==> config.mk <==
export PLATFORM = sky130hd
export DESIGN_NAME = player_controller
export DESIGN_NICKNAME = d
export VERILOG_FILES = /design/src/rtl/player_controller.sv
export SDC_FILE = /design/constraint.sdc
export NUM_CORES = 1
export LEC_CHECK = 0
export ABC_AREA = 0
export CORE_MARGIN = 1
export CORE_UTILIZATION = 58
export CTS_CLUSTER_SIZE = 24
export DETAILED_ROUTE_END_ITERATION = 10
export PLACE_DENSITY = 0.88
export SLEW_MARGIN = 20
export SYNTH_ARGS = -nofsm -noshare
export SYNTH_HDL_FRONTEND = slang
export SYNTH_SLANG_ARGS = --single-unit
==> constraint.sdc <==
create_clock -name clk -period 4.8 [get_ports clk]
set_input_delay 1.2 -clock clk [delete_from_list [all_inputs] [get_ports clk]]
set_output_delay 1.2 -clock clk [all_outputs]
set_load 0.02 [all_outputs]
==> src/rtl/player_controller.sv <==
`default_nettype none
// =====================================================================
// Module      : player_controller
// Description : Button sync/debounce, player FSM and two-phase game-tick
//               sequencer feeding player_physics; drives sprite selects.
// Revision    : 1.0 - initial release
// =====================================================================
module player_controller #(
    parameter int unsigned DEBOUNCE_CYCLES = 4,
    parameter int unsigned ANIM_DIV        = 6,
    parameter int unsigned RESTART_FRAMES  = 30
) (
    input  logic       clk,
    input  logic       reset_n,
    input  logic       frame_tick_i,
    input  logic       btn_jump_i,
    input  logic       btn_down_i,
    input  logic       jump_done_i,
    input  logic       collision_i,
    output logic [1:0] game_tick_o,
    output logic       jump_pulse_o,
    output logic       button_down_o,
    output logic       phys_rst_n_o,
    output logic [1:0] player_state_o,
    output logic       ducking_o,
    output logic [1:0] anim_frame_o
);

    localparam int unsigned DB_W   = (DEBOUNCE_CYCLES > 1) ? $clog2(DEBOUNCE_CYCLES) : 1;
    localparam int unsigned ANIM_W = (ANIM_DIV > 1) ? $clog2(ANIM_DIV) : 1;
    localparam int unsigned DEAD_W = $clog2(RESTART_FRAMES + 1);

    localparam logic [DB_W-1:0]   DB_MAX   = DB_W'(DEBOUNCE_CYCLES - 1);
    localparam logic [ANIM_W-1:0] ANIM_MAX = ANIM_W'(ANIM_DIV - 1);
    localparam logic [DEAD_W-1:0] DEAD_MAX = DEAD_W'(RESTART_FRAMES);

    localparam logic [1:0] GT_IDLE = 2'b00;
    localparam logic [1:0] GT_VEL  = 2'b01;
    localparam logic [1:0] GT_POS  = 2'b10;

    typedef enum logic [1:0] {
        S_IDLE = 2'b00,
        S_RUN  = 2'b01,
        S_JUMP = 2'b10,
        S_DEAD = 2'b11
    } state_t;

    // Bit 0 = jump button, bit 1 = down button
    logic [1:0]      btn_raw;
    logic [1:0]      sync1_q;
    logic [1:0]      sync2_q;
    logic [1:0]      deb_q;
    logic [1:0]      deb_prev_q;
    logic [DB_W-1:0] db_cnt_q [2];

    state_t            state_q;
    logic [1:0]        game_tick_q;
    logic              jump_pulse_q;
    logic              phys_rst_n_q;
    logic              jump_req_q;
    logic [DEAD_W-1:0] dead_cnt_q;
    logic [ANIM_W-1:0] anim_div_q;
    logic [1:0]        anim_q;

    logic w_jump_edge;
    logic w_active;
    logic w_hit;
    logic w_start;
    logic w_launch;
    logic w_down;

    assign btn_raw = {btn_down_i, btn_jump_i};

    always_ff @(posedge clk) begin
        if (!reset_n) begin
            sync1_q     <= '0;
            sync2_q     <= '0;
            deb_q       <= '0;
            deb_prev_q  <= '0;
            db_cnt_q[0] <= '0;
            db_cnt_q[1] <= '0;
        end else begin
            sync1_q    <= btn_raw;
            sync2_q    <= sync1_q;
            deb_prev_q <= deb_q;
            for (int b = 0; b < 2; b++) begin
                if (sync2_q[b] == deb_q[b]) begin
                    db_cnt_q[b] <= '0;
                end else if (db_cnt_q[b] == DB_MAX) begin
                    deb_q[b]    <= sync2_q[b];
                    db_cnt_q[b] <= '0;
                end else begin
                    db_cnt_q[b] <= db_cnt_q[b] + 1'b1;
                end
            end
        end
    end

    assign w_jump_edge = deb_q[0] & ~deb_prev_q[0];
    assign w_active    = (state_q == S_RUN) || (state_q == S_JUMP);
    assign w_down      = deb_q[1] & w_active;
    assign w_hit       = collision_i & (state_q != S_IDLE);
    assign w_start     = frame_tick_i & w_active & (game_tick_q == GT_IDLE) & ~w_hit;
    // Down has priority over a pending jump: the request is consumed without launching
    assign w_launch    = w_start & (state_q == S_RUN) & jump_req_q & ~w_down;

    always_ff @(posedge clk) begin
        if (!reset_n) begin
            state_q      <= S_IDLE;
            game_tick_q  <= GT_IDLE;
            jump_pulse_q <= 1'b0;
            phys_rst_n_q <= 1'b1;
            jump_req_q   <= 1'b0;
            dead_cnt_q   <= '0;
            anim_div_q   <= '0;
            anim_q       <= 2'b00;
        end else begin
            jump_pulse_q <= w_launch;
            phys_rst_n_q <= 1'b1;

            if (w_hit || !w_active) begin
                game_tick_q <= GT_IDLE;
            end else if (w_start) begin
                game_tick_q <= GT_VEL;
            end else if (game_tick_q == GT_VEL) begin
                game_tick_q <= GT_POS;
            end else begin
                game_tick_q <= GT_IDLE;
            end

            if (w_hit || !w_active) begin
                anim_div_q <= '0;
                anim_q     <= 2'b00;
            end else if ((state_q == S_RUN) && frame_tick_i) begin
                if (anim_div_q == ANIM_MAX) begin
                    anim_div_q <= '0;
                    anim_q     <= anim_q + 2'd1;
                end else begin
                    anim_div_q <= anim_div_q + 1'b1;
                end
            end

            if (w_hit) begin
                state_q    <= S_DEAD;
                jump_req_q <= 1'b0;
                if (state_q != S_DEAD) begin
                    dead_cnt_q <= '0;
                end else if (frame_tick_i && (dead_cnt_q != DEAD_MAX)) begin
                    dead_cnt_q <= dead_cnt_q + 1'b1;
                end
            end else begin
                case (state_q)
                    S_IDLE: begin
                        if (w_jump_edge) state_q <= S_RUN;
                    end
                    S_RUN: begin
                        if (w_start && jump_req_q) begin
                            jump_req_q <= 1'b0;
                            if (!w_down) state_q <= S_JUMP;
                        end else if (w_jump_edge) begin
                            jump_req_q <= 1'b1;
                        end
                    end
                    S_JUMP: begin
                        if ((game_tick_q == GT_POS) && jump_done_i) state_q <= S_RUN;
                    end
                    default: begin
                        // The cycle after the physics-reset pulse leaves DEAD
                        if (!phys_rst_n_q) begin
                            state_q    <= S_RUN;
                            dead_cnt_q <= '0;
                        end else begin
                            if (frame_tick_i && (dead_cnt_q != DEAD_MAX)) begin
                                dead_cnt_q <= dead_cnt_q + 1'b1;
                            end
                            if (w_jump_edge && (dead_cnt_q == DEAD_MAX)) begin
                                phys_rst_n_q <= 1'b0;
                            end
                        end
                    end
                endcase
            end
        end
    end

    assign game_tick_o    = game_tick_q;
    assign jump_pulse_o   = jump_pulse_q;
    assign phys_rst_n_o   = phys_rst_n_q;
    assign player_state_o = state_q;
    assign anim_frame_o   = anim_q;
    assign button_down_o  = w_down;
    assign ducking_o      = deb_q[1] & (state_q == S_RUN);

endmodule
`default_nettype wire

Yosys cells after proc, flatten, opt, wreduce, memory -nomap -nowiden
Memories as Yosys holds them, arrays and structs flattened. Index checks and enable logic that the tools add are counted.

Register bits: 24. Bits in writable memories: 4. Input port bits: 7. Output and inout bits: 10. Logic and storage cells: 130. Memories: 1.

Memory list: db_cnt_q (depth 2, bits a word 2, read ports 2, clocked after Yosys merged registers in 0, write ports 2, line 54) `logic [DB_W-1:0] db_cnt_q [2];`.

Add/subtract/negate cells: 5. Eq/ne operators: 18. Multiplexer cells: 47. Bitwise operators: 23. Reductions and logical operators: 22.

Operators by type and width (number): 1-bit two-way mux (27); 2-bit two-way mux (13); 5-bit two-way mux (5); 1-bit AND (10); 3-bit inequality test (second input constant) (3); 2-bit equality test (second input constant) (4); 2-bit AND reduction (4); 1-bit inverter (7); 2-bit by 1-bit adder with 2-bit output (second input constant) (3); 1-bit OR (6); 2-bit case mux with 3 select lines (1); 3-bit OR reduction (2); 6-bit OR reduction (1); 5-bit by 1-bit adder with 5-bit output (second input constant) (1); 5-bit equality test (second input constant) (1); 1-bit logical AND (5); 5-bit by 1-bit inequality test with 1-bit output (second input constant) (1); 5-bit inequality test (second input constant) (1); 5-bit AND reduction (1); 2-bit by 1-bit equality test with 1-bit output (second input constant) (2); 2-bit zero test (2); 2-bit nonzero test (2); 2-bit OR reduction (2); 3-bit by 1-bit adder with 3-bit output (second input constant) (1); 8 further kinds (10).

Longest topological paths before layout
Gate-level depths: netlist (run 1).

Depth after elaboration: 9. Depth in mapped cells: 7. Gate-level depth less buffers: 6.

Least setup slack after synthesis (run 1)
OpenSTA, ideal clock, no wires.

Kind: register -> output. Start: register state_q[0], in the netlist player_state_o[0]. End: output port button_down_o. Arrival time: 1.178 ns. Required time: 3.600 ns. Setup slack: 2.422 ns. Cell stages (with the launch flop): 4. Path buffers: 0. Cells stage by stage: dfxtp_1 inv_1 ha_1 and2_1.

Cells in the longest elaborated chain, start to end: 3. Elaborated cells between the ends (all ways): 4. Those cells by class: eq/ne: 2; bitwise: 1; reduce/logical: 1.

Ends and longest elaborated chain: start: declaration (line 56) `state_t state_q;`; start signal: assignment (line 109) `state_q <= S_IDLE;`; start signal: assignment (line 144) `state_q <= S_DEAD;`; start signal: assignment (line 154) `if (w_jump_edge) state_q <= S_RUN;`; 2-bit by 1-bit equality test with 1-bit output or 2-bit equality test (tied branches) (line 100) `assign w_active = (state_q == S_RUN) || (state_q == S_JUMP);`; 1-bit logical OR (*) (line 100); 1-bit AND (*) (line 101) `assign w_down = deb_q[1] & w_active;`; end: declaration (line 22) `output logic button_down_o,`.

Mark *: on every way between the ends. The rest lies on a longest branch, timed or not.

Worst setup path in the final report (run 1)
Start: register state_q[1], in the netlist player_state_o[1]. End: output port button_down_o.

Same word-level chain as after synthesis.

==> results.yml, run 1 <==
layout:
  antennaDiodeCount: 0
  drive_gt1_frac: 0.05625
  design_area_mm2: 0.001577
  syn_to_final_growth_pct: 17.10
  fillers: 176
  final_util: 0.7196
  finalNetCount: 176
floorplanning:
  core_region_area_mm2: 0.002191
  placement_rows: 17
  die_x_um: 50.18
  die_h_um: 50.18
  die_area_mm2: 0.002518
  initial_core_util: 0.6145
  num_io_pins: 17
synth:
  synth_common_cells: "dfxtp_1, nand2_1, nor2_1, inv_1"
  synth_edf_count: 4
  synth_area_mm2: 0.001346
  yosys_register_bits: 28
  ys_warn_count: 0
  synthDistinctLibCells: 43
  netlist_instances: 140
  synth-main-ff-cell: "dfxtp_1"
  syn_area_per_cell_um2: 9.616
  synth_most_common_cell: "dfxtp_1"
  synth_top_area_cell: "dfxtp_1"
  synth-async-reset-ratio: 0
  synth_area_leaders: "dfxtp_1, edfxtp_1, ha_1, and2_1, nand2_1"
  ys_seq_area_frac: 0.4461
  yosysTopAreaCellShare: 0.3569
routing:
  routed_via_density: 5.628
  drt_iter0_markers: 27
  route.detailed.drc: 0
  drt_pre_antenna_iters: 4
  drtAntennaViolNets: 0
  detail_route.wl_per_cell_um: 13.29
  routed_wl_mm: 2.499
  routed-via-count: 1058
worst_setup_path:
  cp-end-kind: "primary output"
  rrSetupSlack_ps: 2730
  crit_arrival_ps: 2020
  worstPathRequired_ps: 3600
  r2r_end: "player_state_o[1]$_SDFFE_PN0P_"
  worstReg2RegStart: "player_state_o[1]$_SDFFE_PN0P_"
  cp-start-kind: "flop"
  crit_path_max_fanout: 5
  worstSetupPathType: "flop to primary output"
  reg2regPathDepth: 6
global_route:
  grt_pass1_wl_mm: 4.471
  met1_usage: 0.2794
  antenna_found_initial: 0
  grtUsageMet3: 0.03030
  top_usage_layer: "met2"
  overflow: 0
  met2_usage: 0.4067
  grt_max_degree: 22
  grt_pass1_vias: 1072
  grt_use_total: 0.2315
min_path:
  hold_end: "sync2_q[1]$_SDFF_PN0_"
  hold_class: "flop to flop"
  min_from: "sync1_q[1]$_SDFF_PN0_"
  whs_path_depth: 1
sta:
  rsz0062_at_grt: "false"
  worstMarginPinSlew_ps: 603.4
  worst_clock_skew_ps: 1.352
  final_max_slew_viol_count: 0
  final.period_utilization: 0.6718
  finalSetupViolCount: 0
  finalHoldViolations: 0
  fmax_mhz: 310.1
  fin_crit_ps: 3224
  finalSetupTns_ps: 0
  max_slew_margin: 0.5965
  fin_ws_ps: 1576
clock_network:
  cts_root_buf: "clkbuf_4"
  cts_buffer_depth: 2
  htree_levels: 1
  cts.repair.resized: 0
  clk_latency_ps: 320
  cts_setup_buffers: 0
  clock-sinks: 28
  cts_tree: "done"
  postCtsHoldBufs: 0
  cts_buffers: 3
  path_clk_slew_ps: 140
power_and_ir_drop:
  pwr_density_cell_mw_per_mm2: 241.9
  p_leak_uw: 0.0006110
  ir_drop_mv: 0.1511
place:
  place_area_mm2: 0.001540
  globalplace.congestion: 0.8880
  numPortBuffers: 16
  hpwlAfterDp_mm: 1.938
  place_ws_ps: 1947
run_status:
  outcome: "complete, no violations"
job:
  cap_violations: 0
==> power by group <==
group	internal (µW)	total (µW)	switching, µW
logic	12.4	24.9	12.6
clock network	46.3	113	66.4
registers	242	244	2.11
total	300	381	81.1
==> how the worst max path moves through the flow <==
| stage | startpoint | to | slack, ps | cells past startpoint |
|---|---|---|---|---|
| 3_3_place_gp | collision_i | player_state_o[1]$_SDFFE_PN0P_ | 1980 | 5 |
| 4_1_cts | player_state_o[1]$_SDFFE_PN0P_ | button_down_o | 1570 | 4 |
| 5_1_grt | player_state_o[1]$_SDFFE_PN0P_ | button_down_o | 1500 | 4 |
| 3_5_place_dp | collision_i | player_state_o[1]$_SDFFE_PN0P_ | 1950 | 5 |
| 2_1_floorplan | player_state_o[0]$_SDFFE_PN0P_ | button_down_o | 2420 | 3 |
| 6_report | player_state_o[1]$_SDFFE_PN0P_ | button_down_o | 1580 | 4 |
==> critical path, stage by stage, from the launching register on <==
cell             delay [ps]
dfxtp_1                 460
inv_1                   110
ha_1                    360
and2_1                  170
clkdlybuf4s50_1         610
==> flip-flops by register name (all words and copies together), names as in the netlist <==
signal / flops
jump_pulse_o: 1
player_state_o: 2
db_cnt_q: 4
dead_cnt_q: 5
sync1_q: 2
sync2_q: 2
anim_div_q: 3
game_tick_o: 2
jump_req_q: 1
deb_prev_q: 1
deb_q: 2
phys_rst_n_o: 1
anim_frame_o: 2
==> placed cells by master, fill, tap and decap left out, drive strengths merged, types with 2 or more instances in the layout <==
cell           Yosys  layout
nor4bb             3       3
nand3              6       6
a21boi             2       2
o21ai              4       4
nand4              2       2
conb               1       4
and4b              2       2
clkbuf             3       4
a41o               2       2
xnor2              2       2
edfxtp             4       4
nor3               5       5
ha                 8       8
nor2              10      10
dfxtp             24      24
nor4               2       2
nand2             11      11
nor2b              5       5
xor2               3       3
mux2i              2       2
o221a              2       2
clkdlybuf4s50      0      16
and2               8       8
a41oi              2       2
inv                9       9
a21oi              4       4
nor3b              2       2
==> layout make-up <==
| type | count | area (µm²) | share of cell area |
|---|---|---|---|
| clock buffer | 4 | 36.28 | 0.02302 |
| inverter | 9 | 33.78 | 0.02143 |
| multi-input combinational | 103 | 710.7 | 0.4508 |
| sequential | 28 | 600.6 | 0.3810 |
| tap | 28 | 35.03 | 0.02222 |
| timing repair buffer | 16 | 160.2 | 0.1016 |
==> metrics by stage <==
stage,hold WS [ps],total power [µW],cells
after global routing,494.4,396.0,188
final,455.7,381.3,188
after CTS,456.3,384.0,188
after global placement,414.3,272.1,184
after floorplan,411.9,263.0,143
after detailed placement,422.7,273.6,184
==> cells by family (layout without fill, tap and decap cells) <==
family / Yosys count / in the layout / synth area share
flip-flops: 28 / 28 / 0.4461
multiplexers: 3 / 3 / 0.02602
other: 1 / 4 / 0.002785
AO/OA/AOI/OAI: 20 / 20 / 0.1143
XOR/XNOR: 5 / 5 / 0.03253
buffers and inverters: 12 / 29 / 0.03438
AND/OR/NAND/NOR: 63 / 63 / 0.2695
adder cells (fa/ha/maj): 8 / 8 / 0.07435
==> routing by layer <==
metal  routed length [µm]  share of wire
met1                 1141           0.46
met2                 1207           0.48
met3                   94          0.038
met4                   56          0.022
met5                    0              0
Power figures use the tool's default switching activity.
==> inputs of run 2 (changes only) <==
--- a/config.mk
+++ b/config.mk
@@ -7,10 +7,10 @@
 export LEC_CHECK = 0
 export ABC_AREA = 0
 export CORE_MARGIN = 1
-export CORE_UTILIZATION = 58
+export CORE_UTILIZATION = 53
 export CTS_CLUSTER_SIZE = 24
 export DETAILED_ROUTE_END_ITERATION = 10
-export PLACE_DENSITY = 0.88
+export PLACE_DENSITY = 0.82
 export SLEW_MARGIN = 20
 export SYNTH_ARGS = -nofsm -noshare
 export SYNTH_HDL_FRONTEND = slang
==> constraint.sdc (replaced) <==
create_clock -name clk -period 3.1 [get_ports clk]
set_input_delay 0.775 -clock clk [delete_from_list [all_inputs] [get_ports clk]]
set_output_delay 0.775 -clock clk [all_outputs]
set_load 0.02 [all_outputs]
==> results.yml, run 2 (synthesis results as in run 1) <==
worst_setup_path:
  critPathLaunch: "player_state_o[0]$_SDFFE_PN0P_"
  worstPathRequired_ps: 2320
  crit_path_max_fanout: 5
  slowest_stage: "clkdlybuf4s50_1"
  crit_arrival_ps: 2040
  endpoint: "button_down_o"
  path_delay_family: "buffers and inverters"
  worstReg2RegStart: "player_state_o[0]$_SDFFE_PN0P_"
  r2r_end: "player_state_o[1]$_SDFFE_PN0P_"
  cp-start-kind: "flop"
  crit_path_cell_trace: "inv_1, ha_1, and2_1, clkdlybuf4s50_1"
  worstSetupPathType: "flop to primary output"
  max_stage_delay_ps: 610
  crit_cells: 4
  reg2regPathDepth: 6
  critPathBufInv: 2
  rrSetupSlack_ps: 980
  cp-end-kind: "primary output"
power_and_ir_drop:
  comb_power_share: 0.060
  pwr_density_cell_mw_per_mm2: 410.4
  p_int_uw: 524.0
  swShare: 0.1984
  clock_power_share: 0.363
  seqPwrFrac: 0.577
  power.net_switching_uw: 129.7
  power.total_uw: 653.7
  ir_drop_mv: 0.4030
  p_leak_uw: 0.0006180
clock_network:
  path_clk_slew_ps: 150
  clock-sinks: 28
  cts_setup_buffers: 0
  cts_buffers: 3
  htree_levels: 1
  cts_tree: "done"
  cts_buffer_depth: 2
  postCtsHoldBufs: 0
  clk_latency_ps: 330
  cts_root_buf: "clkbuf_4"
  cts.repair.resized: 0
sta:
  fmax_mhz: 355.5
  finalSetupTns_ps: 0
  hold_slack_ps: 454.9
  fin_crit_ps: 2813
  final.period_utilization: 0.9075
  rsz0062_at_grt: "false"
  final_max_slew_viol_count: 0
  fin_ws_ps: 286.9
  finalHoldViolations: 0
  max_slew_margin: 0.5837
  worst_clock_skew_ps: 4.454
  worstMarginPinSlew_ps: 622.5
  finalSetupViolCount: 0
min_path:
  hold_class: "flop to flop"
  whs_path_depth: 1
routing:
  drt_iter0_markers: 35
  routed_via_density: 5.798
  route.detailed.drc: 0
  routed_wl_mm: 2.610
  routed-via-count: 1090
  drtAntennaViolNets: 0
  detail_route.wl_per_cell_um: 13.88
  drt_pre_antenna_iters: 6
place:
  place_ws_ps: 595.2
  hpwlAfterDp_mm: 1.981
  globalplace.congestion: 0.9654
  place_area_mm2: 0.001540
  numPortBuffers: 16
floorplanning:
  die_x_um: 52.40
  die_h_um: 52.40
  placement_rows: 17
  initial_core_util: 0.5861
  die_area_mm2: 0.002746
  num_io_pins: 17
  core_region_area_mm2: 0.002297
global_route:
  grt_use_total: 0.2118
  grt_pass1_wl_mm: 4.326
  overflow: 0
  grt_pass1_vias: 1057
  grt_max_degree: 22
  antenna_found_initial: 0
layout:
  regMostFlops: "dead_cnt_q"
  final_cell_mix: "dfxtp_1, clkdlybuf4s50_1, nand2_1"
  fillers: 182
  antennaDiodeCount: 0
  drive_gt1_frac: 0.05625
  largest_reg_flops: 5
  reg_top3: "dead_cnt_q: 5 flops, db_cnt_q: 4 flops, anim_div_q: 3 flops"
  design_area_mm2: 0.001593
  mostFrequentLayoutCell: "dfxtp_1"
  syn_to_final_growth_pct: 18.31
  finalNetCount: 176
run_status:
  outcome: "complete, no violations"
job:
  cap_violations: 0
[run 2: power by group through the flow]
stage          Sequential (µW)  Combinational, µW  Clock (µW)
2_1_floorplan              385               22.1           0
3_3_place_gp               385               36.5           0
3_5_place_dp               385               38.5           0
4_1_cts                    377               38.6         241
5_1_grt                    378               42.9         255
6_report                   377               39.3         237
[run 2: metrics by stage]
stage / cells / utilization
floorplan: 143 / -
global placement: 184 / 0.6705
detailed placement: 184 / 0.6705
CTS: 188 / 0.6934
global route: 188 / 0.6934
finish: 188 / 0.6934
[run 2: final cells by class]
type                            instances  area (µm²)  area share
Multi-Input combinational cell        103       710.7      0.4462
Sequential cell                        28       600.6      0.3771
Timing Repair Buffer                   16       160.2      0.1005
Tap cell                               28       35.03     0.02200
Inverter                                9       33.78     0.02121
Clock inverter                          1       30.03     0.01885
Clock buffer                            3       22.52     0.01414
[run 2: per-layer routing]
metal  vias to the layer above  global-route usage  share of wire
li1                        534                   -              -
met1                       507              0.2630           0.45
met2                        45              0.3565           0.49
met3                         4             0.02609          0.056
met4                         0              0.1053          0.013
met5                         -                   0              0
[run 2: how the worst min path moves through the flow]
stage,start,to,slack [ps]
after floorplan,sync1_q[0]$_SDFF_PN0_,sync2_q[0]$_SDFF_PN0_,410
after global placement,sync1_q[1]$_SDFF_PN0_,sync2_q[1]$_SDFF_PN0_,410
after detailed placement,sync1_q[1]$_SDFF_PN0_,sync2_q[1]$_SDFF_PN0_,420
after CTS,sync1_q[1]$_SDFF_PN0_,sync2_q[1]$_SDFF_PN0_,460
after global routing,sync1_q[1]$_SDFF_PN0_,sync2_q[1]$_SDFF_PN0_,480
final,sync1_q[1]$_SDFF_PN0_,sync2_q[1]$_SDFF_PN0_,450
[run 2: worst register-to-register path: stages, from the launching register on]
cell and delay (ps):
dfxtp_1 450, inv_1 110, ha_1 370, or3b_1 380, mux2_4 310, and3_1 180, a41o_1 240
